<file path="config.mk">
export PLATFORM = sky130hd
export DESIGN_NAME = icache_tag_ctrl
export DESIGN_NICKNAME = d
export VERILOG_FILES = /design/src/rtl/icache_tag_ctrl.sv
export SDC_FILE = /design/constraint.sdc
export NUM_CORES = 1
export LEC_CHECK = 0
export ABC_AREA = 1
export CORE_UTILIZATION = 45
export CTS_CLUSTER_DIAMETER = 120
export DETAILED_ROUTE_END_ITERATION = 12
export GPL_ROUTABILITY_DRIVEN = 0
export HOLD_SLACK_MARGIN = 0.15
export PLACE_DENSITY = 0.86
export RECOVER_POWER = 25
export SYNTH_ARGS = -nofsm -noshare
export SYNTH_HDL_FRONTEND = slang
export SYNTH_SLANG_ARGS = --single-unit
export TNS_END_PERCENT = 1
</file>
<file path="constraint.sdc">
create_clock -name clk -period 2.6 [get_ports clk]
set_input_delay 0.52 -clock clk [delete_from_list [all_inputs] [get_ports clk]]
set_output_delay 0.52 -clock clk [all_outputs]
set_load 0.005 [all_outputs]
</file>
<file path="src/rtl/icache_tag_ctrl.sv">
// icache_tag_ctrl: lookup/fill controller for a 16-entry x 24-bit icache tag
// array. It clears the array after reset or on invalidate. It compares tags for
// fetch requests. On a miss it requests a line fill and then writes the new
// tag with its valid bit set.
module icache_tag_ctrl #(
    parameter int ADDR_WIDTH   = 32,
    parameter int INDEX_WIDTH  = 4,
    parameter int OFFSET_WIDTH = 5,
    parameter int TAG_WIDTH    = ADDR_WIDTH - INDEX_WIDTH - OFFSET_WIDTH
) (
    input  logic                   clk,
    input  logic                   rst_n,
    input  logic                   req_valid,
    input  logic [ADDR_WIDTH-1:0]  req_addr,
    output logic                   req_ready,
    output logic                   resp_valid,
    output logic                   resp_hit,
    output logic [INDEX_WIDTH-1:0] resp_index,
    output logic                   fill_req,
    output logic [ADDR_WIDTH-1:0]  fill_addr,
    input  logic                   fill_done,
    input  logic                   invalidate,
    output logic                   tag_csb0,
    output logic                   tag_web0,
    output logic [INDEX_WIDTH-1:0] tag_addr0,
    output logic [TAG_WIDTH:0]     tag_din0,
    input  logic [TAG_WIDTH:0]     tag_dout0
);

    localparam logic [2:0] S_INIT     = 3'd0;
    localparam logic [2:0] S_INIT_END = 3'd1;
    localparam logic [2:0] S_IDLE     = 3'd2;
    localparam logic [2:0] S_LOOKUP   = 3'd3;
    localparam logic [2:0] S_MISS     = 3'd4;
    localparam logic [2:0] S_WRITE    = 3'd5;
    localparam logic [2:0] S_WR_END   = 3'd6;

    logic [2:0]             state_reg;
    logic [INDEX_WIDTH-1:0] cnt_reg;
    logic [TAG_WIDTH-1:0]   tag_reg;
    logic [INDEX_WIDTH-1:0] index_reg;
    logic [ADDR_WIDTH-1:0]  fill_addr_reg;

    logic [INDEX_WIDTH-1:0] req_index;
    logic [TAG_WIDTH-1:0]   req_tag;
    logic                   lookup_hit;
    logic                   offset_unused;

    assign req_index     = req_addr[OFFSET_WIDTH +: INDEX_WIDTH];
    assign req_tag       = req_addr[ADDR_WIDTH-1 -: TAG_WIDTH];
    // The byte offset plays no part in the tag lookup.
    assign offset_unused = ^req_addr[OFFSET_WIDTH-1:0];

    // The array data is valid in LOOKUP because the read was issued from IDLE.
    assign lookup_hit = tag_dout0[TAG_WIDTH] && (tag_dout0[TAG_WIDTH-1:0] == tag_reg);

    // State, sweep counter and latched request fields.
    always_ff @(posedge clk or negedge rst_n) begin
        if (!rst_n) begin
            state_reg     <= S_INIT;
            cnt_reg       <= '0;
            tag_reg       <= '0;
            index_reg     <= '0;
            fill_addr_reg <= '0;
        end else begin
            case (state_reg)
                S_INIT: begin
                    cnt_reg <= cnt_reg + 1'b1;
                    if (cnt_reg == {INDEX_WIDTH{1'b1}}) begin
                        state_reg <= S_INIT_END;
                    end
                end
                S_INIT_END: begin
                    cnt_reg   <= '0;
                    state_reg <= S_IDLE;
                end
                S_IDLE: begin
                    if (invalidate) begin
                        cnt_reg   <= '0;
                        state_reg <= S_INIT;
                    end else if (req_valid) begin
                        tag_reg   <= req_tag;
                        index_reg <= req_index;
                        state_reg <= S_LOOKUP;
                    end
                end
                S_LOOKUP: begin
                    if (lookup_hit) begin
                        state_reg <= S_IDLE;
                    end else begin
                        fill_addr_reg <= {tag_reg, index_reg, {OFFSET_WIDTH{1'b0}}};
                        state_reg     <= S_MISS;
                    end
                end
                S_MISS: begin
                    if (fill_done) begin
                        state_reg <= S_WRITE;
                    end
                end
                S_WRITE:  state_reg <= S_WR_END;
                S_WR_END: state_reg <= S_IDLE;
                default:  state_reg <= S_INIT;
            endcase
        end
    end

    // Array port and handshake outputs decoded from the current state.
    always_comb begin
        tag_csb0   = 1'b1;
        tag_web0   = 1'b1;
        tag_addr0  = '0;
        tag_din0   = '0;
        req_ready  = 1'b0;
        resp_valid = 1'b0;
        resp_hit   = 1'b0;
        fill_req   = 1'b0;
        case (state_reg)
            S_INIT: begin
                tag_csb0  = 1'b0;
                tag_web0  = 1'b0;
                tag_addr0 = cnt_reg;
            end
            S_INIT_END: begin
                // A dummy read clears the write enable that the array latched for the last sweep write.
                tag_csb0 = 1'b0;
            end
            S_IDLE: begin
                req_ready = 1'b1;
                if (!invalidate && req_valid) begin
                    tag_csb0  = 1'b0;
                    tag_addr0 = req_index;
                end
            end
            S_LOOKUP: begin
                resp_valid = lookup_hit;
                resp_hit   = lookup_hit;
            end
            S_MISS: begin
                fill_req = 1'b1;
            end
            S_WRITE: begin
                tag_csb0  = 1'b0;
                tag_web0  = 1'b0;
                tag_addr0 = index_reg;
                tag_din0  = {1'b1, tag_reg};
            end
            S_WR_END: begin
                tag_csb0   = 1'b0;
                tag_addr0  = index_reg;
                resp_valid = 1'b1;
            end
            default: begin
                tag_csb0 = 1'b1;
            end
        endcase
        // Keep the array deselected while reset is held.
        if (!rst_n) begin
            tag_csb0  = 1'b1;
            tag_web0  = 1'b1;
            tag_addr0 = '0;
            tag_din0  = '0;
        end
    end

    assign resp_index = index_reg;
    assign fill_addr  = fill_addr_reg;

endmodule
</file>
==> flow_summary_export.csv, run 1 <==
group,metric,value,unit
die,core,7210,um^2
critical_path,crit_fanout,4,
sta,final_max_slew_viol_count,0,
detailed_routing,drcViolationCount,0,
yosys,yosys.cell_count.top_type,"nand2_1",
die,die_w,88.2,um
detailed_routing,first_pass_iters,5,
yosys,synthCells,482,
power,powerDensity,955,nW/um^2
yosys,ys_warn_count,0,
critical_path,crit_type,"flop to output pin",
cells_and_area,register_area,1530,um^2
power,leakagePower,2.66,nW
critical_path,critPathRequiredTime,2080,ps
die,pin_count,131,
clocking,root_buffer,"clkbuf_8",
yosys,synth-seq-area-share,45.7,%
clocking,tritoncts,"built",
sta,final_hold_viol_count,0,
yosys,synth_async_sr_flop_share,100,%
global_routing,grt_start_max_net_pins,52,
yosys,yosys-top-cells-count,"190 x nand2_1, 61 x dfrtp_1, 60 x inv_1",
global_routing,grt_pass1_vias,3405,
cells_and_area,fillers,572,
yosys,syn_avg_cell_area,6.93,um^2
detailed_routing,drt_iter0_drc,252,
global_routing,grt_first_pass_wirelength,15700,um
die,die-area,7770,um^2
clocking,cts_sinks,61,
clocking,clock_latency,330,ps
sta,setup_ws,7.92,ps
clocking,hold_buffers,0,
sta,worst_pin_slew,1270,ps
place,post-dp-hpwl,7350,um
sta,setup_viol,0,
cells_and_area,multi_input_area,1520,um^2
cells_and_area,layout.nets,682,
cells_and_area,largest_reg_flops,27,
detailed_routing,wl_per_cell,13.8,um
place,dp_slack,-317,ps
cells_and_area,area_growth,50.0,%
detailed_routing,via_per_inst,4.96,
worst_hold_path,hp-class,"input port to async pin",
sta,clock_skew,6.31,ps
detailed_routing,vias,3589,
sta,rsz0062_at_grt,"true",
cells_and_area,diodes,0,
yosys,ys.flop_type,"dfrtp_1",
flow_run,maxCapViolCount,0,
cells_and_area,drive_above_1_share,12.6,%
clocking,clk_path_buf_depth,2,
yosys,netlist.area_leader.share,45.7,%
sta,max_freq,386,MHz
clocking,path_clk_slew,70,ps
sta,min_period,2590,ps
power,ir_drop,0.499,mV
cells_and_area,finish.utilization,69.4,%
yosys,synth_edf_count,0,
yosys,synth.distinct_cells,25,
critical_path,cp.arrival,2070,ps
clocking,cts_buffers,9,
die,core.rowCount,31,
sta,fin_crit_sh,99.7,%
run_status,status,"complete, no violations",
yosys,synth_area_leaders,"dfrtp_1 46%, nand2_1 21%, inv_1 6.7%",
yosys,yosysTopAreaCell,"dfrtp_1",
die,die_h,88.2,um
detailed_routing,antenna_left,0,
global_routing,grt.overflow.total,0,
global_routing,antenna_found_initial,0,
die,initial_core_util,46.3,%
clocking,htree_levels,3,
detailed_routing,drt_wl_total,9970,um
yosys,syn_area,3340,um^2
critical_path,endpoint_kind,"output pin",
place,dp_cells,706,
critical_path,crit_path_start_kind,"flop",
cells_and_area,fin_cells,724,
global_routing,grt_util_all_layers,26.4,%
yosys,ys_ff_latch,61,
place,portBuffers,120,
sta,slew_headroom,15.0,%
==> cell usage in the layout (no fill, tap or decap), types with 3 or more instances in the layout <==
| cell type | count |
|---|---|
| nor2_4 | 3 |
| conb_1 | 5 |
| nand3_1 | 27 |
| nor2_1 | 46 |
| nand4_1 | 8 |
| inv_1 | 56 |
| dlymetal6s2s_1 | 9 |
| clkdlybuf4s50_1 | 108 |
| clkinvlp_4 | 3 |
| o211ai_1 | 4 |
| clkbuf_8 | 9 |
| nand2_2 | 9 |
| o21ai_0 | 31 |
| nand3_2 | 3 |
| nand2_1 | 182 |
| buf_4 | 22 |
| inv_2 | 10 |
| nor2_2 | 9 |
| dfrtp_1 | 60 |
==> area by class of cell <==
cell class,instances,area share [%]
clock inverters,7,1.50
multi-input cells,338,30.3
inverters,67,5.07
well taps,99,2.47
repair buffers,143,27.7
clock buffers,9,2.47
flip-flops and latches,61,30.5
==> layer usage <==
layer	wire [um]	track usage [%]	vias up
met3	514	3.86	32
met5	0	0	-
met1	4120	33.0	1670
li1	-	-	1744
met4	313	11.0	0
met2	5030	45.5	143
==> report_power, final <==
group,internal (mW),leakage (nW),switching [mW]
sequential,1.40,0.758,0.372
combinational,1.05,1.81,1.12
clock,0.445,0.0918,0.398
==> logic make-up after synthesis <==
family          after synthesis  share of synthesized area [%]
xor+xnor                      1                          0.262
fa+ha+maj                     1                          0.374
compound gates               41                           6.70
flops                        61                           45.7
other cells                   1                          0.112
simple gates                290                           35.4
buf+inv                      87                           11.5
==> metrics by stage <==
| stage | area (um^2) | total power, mW | hold WS (ps) | setup TNS [ps] |
|---|---|---|---|---|
| 2_1_floorplan | 3360 | 2.77 | 224 | 0 |
| 3_3_place_gp | 4710 | 3.75 | 453 | -723 |
| 3_5_place_dp | 4710 | 3.86 | 457 | -973 |
| 6_report | 5010 | 4.79 | 331 | 0 |
| 4_1_cts | 4920 | 4.73 | 186 | -904 |
| 5_1_grt | 5010 | 5.15 | 334 | -325 |
==> worst max-delay path, cell delays in order (launching register included) <==
cell and delay, ps:
dfrtp_1 440, nor2_2 170, inv_2 80, nor2_4 120
inv_1 90, o211ai_1 210, nand2_1 80, inv_1 60
clkdlybuf4s50_1 490
==> path summary, 6_finish.rpt <==
path | startpoint | endpoint | slack (ps) | cells after the start
setup reg to reg | tag_reg[10] | fill_addr[19] | 640 | 11
hold reg to reg | fill_addr[27] | fill_addr[27] | 470 | 2
max in group asynchronous | rst_n | fill_addr[20] | 790 | 3
min in group clk | fill_addr[27] | fill_addr[27] | 470 | 2
hold / removal | rst_n | cnt_reg[1] | 330 | 2
setup / recovery | state_reg[0] | tag_addr0[2] | 8 | 8
==> repair_timing <==
item | in CTS | in global routing
setup buffers | 0 | 2
pin swaps | 5 | 6
setup endpoints to repair | 25 | 25
resized for setup | 7 | 35
(Power assumes the default switching activity.)
==> inputs of run 2 (changes only) <==
- CORE_MARGIN: default -> 5
==> run 2 against run 1 <==
Net effect:
- sequential share of layout area about the same
- wire length increased by 2.1%
- first-iteration DRC count decreased by 12%
- design area about the same
- global-route usage decreased by 3.9 points
- count of clock-buffer cells in the layout increased by 3
- non-clock buffer count increased by 2
- die area increased by 19%
- final cell count increased by 0.28%
- maximum frequency increased by 0.12%
==> flow_summary_export.csv, run 2 (synthesized netlist as in run 1, its figures left out) <==
group,metric,value,unit
power,leakagePower,2.60,nW
critical_path,crit_family,"buffers and inverters",
cells_and_area,finish.utilization,69.0,%
clocking,clk_path_buf_depth,2,
global_routing,grt.overflow.total,0,
detailed_routing,first_pass_iters,5,
critical_path,endpoint_kind,"output pin",
global_routing,grt_util_all_layers,22.4,%
cells_and_area,area_growth,49.9,%
clocking,cts_sinks,61,
die,die_h,96.2,um
global_routing,grt_pass1_vias,3453,
critical_path,crit_chain,"inv_1, nor2_1, nand2_1, nor2_4, nand2_1, o211ai_1, nand2_1, inv_1, clkdlybuf4s50_1",
global_routing,grt_first_pass_wirelength,16000,um
die,die_w,96.2,um
critical_path,crit_fanout,5,
cells_and_area,fin_cells,726,
sta,whs,473,ps
place,dp_slack,-307,ps
place,dp_cells,707,
die,pin_count,131,
critical_path,crit_path_start_kind,"flop",
cells_and_area,stdcell_area,5010,um^2
power,ir_drop,0.389,mV
clocking,path_clk_slew,70,ps
sta,fin_crit_sh,99.6,%
die,initial_core_util,46.1,%
sta,slew_headroom,54.0,%
cells_and_area,diodes,0,
critical_path,path_common_cell,"nand2_1",
flow_run,maxCapViolCount,0,
detailed_routing,drcViolationCount,0,
power,powerDensity,974,nW/um^2
place,dpl_cell_area,4720,um^2
detailed_routing,antenna_left,0,
sta,clock_skew,8.27,ps
cells_and_area,drive_above_1_share,11.6,%
global_routing,antenna_found_initial,0,
clocking,clock_latency,340,ps
critical_path,crit_type,"flop to output pin",
detailed_routing,drt_iter0_drc,222,
clocking,cts_buffers,9,
critical_path,cp_slowest_stage_delay,520,ps
sta,min_period,2590,ps
sta,fin_tns_setup,0,ps
sta,rsz0062_at_grt,"true",
run_status,status,"complete, no violations",
sta,final_max_slew_viol_count,0,
cells_and_area,largest_reg_flops,27,
sta,setup_viol,0,
detailed_routing,drt_wl_total,10200,um
detailed_routing,via_per_inst,4.91,
clocking,root_buffer,"clkbuf_8",
cells_and_area,final_common_cell,"nand2_1",
die,core,7250,um^2
place,portBuffers,120,
detailed_routing,vias,3565,
sta,setup_ws,10.9,ps
cells_and_area,mostFrequentLayoutCells,"188 x nand2_1, 113 x clkdlybuf4s50_1, 60 x dfrtp_1, 57 x inv_1, 48 x nor2_1",
power,power,4.88,mW
die,die-area,9250,um^2
place,post-dp-hpwl,7630,um
critical_path,cp_slowest_cell,"clkdlybuf4s50_1",
critical_path,critPathRequiredTime,2080,ps
detailed_routing,wl_per_cell,14.0,um
critical_path,worstPathBufferInverterCount,3,
clocking,tritoncts,"built",
clocking,htree_levels,3,
sta,final_hold_viol_count,0,
cells_and_area,layout.nets,684,
sta,max_freq,386,MHz
critical_path,cp.arrival,2070,ps
global_routing,grt_start_max_net_pins,56,
worst_hold_path,hp-class,"flop to flop",
die,core.rowCount,31,
sta,worst_pin_slew,690,ps
[run 2: changes by cell type in the layout (fill, tap and decap cells not counted), sizes merged, moves of 3 or more]
cell           delta
clkinvlp          -3
clkdlybuf4s50     +5
buf               +3
dlymetal6s2s      -5
clkbuf            +3
[run 2: area by class of cell]
cell class / instances / area (um^2)
fillers: 614 / 2250
flip-flops and latches: 61 / 1530
multi-input cells: 338 / 1490
repair buffers: 145 / 1390
inverters: 67 / 251
clock buffers: 12 / 155
well taps: 99 / 124
clock inverters: 4 / 70.1
[run 2: path summary, 6_finish.rpt]
| kind | startpoint | end | slack [ps] | cells past startpoint |
|---|---|---|---|---|
| min | fill_addr[27] | fill_addr[27] | 470 | 2 |
| max | state_reg[1] | tag_addr0[1] | 10 | 9 |
| max in group asynchronous | rst_n | tag_reg[9] | 970 | 4 |
| max reg2reg | tag_reg[20] | state_reg[2] | 670 | 8 |
| min in group asynchronous | rst_n | cnt_reg[3] | 730 | 3 |
| min reg2reg | fill_addr[27] | fill_addr[27] | 470 | 2 |
[run 2: repair_timing]
item,in CTS,in global routing
hold buffers,1,0
buffers inserted,0,2
hold endpoints to repair,1,0
setup endpoints to repair,7,30
pin swaps,3,6
gates resized for setup,8,21
[run 2: tightest hold or removal path: stages, from the launching register on]
cell and delay [ps]:
dfrtp_1 350, nand2_1 50, nand2_1 40
[run 2: layer usage]
layer | track usage (%) | vias to the layer above | wire length (um)
met4 | 11.1 | 0 | 359
met3 | 4.14 | 27 | 656
met1 | 27.4 | 1642 | 4150
li1 | - | 1753 | -
met5 | 0 | - | 0
met2 | 37.8 | 143 | 5010
[run 2: power breakdown]
group          switching (mW)  total [mW]  internal (mW)
sequential              0.351        1.75           1.40
clock                   0.362       0.951          0.589
combinational            1.12        2.17           1.05
total                    1.83        4.88           3.04
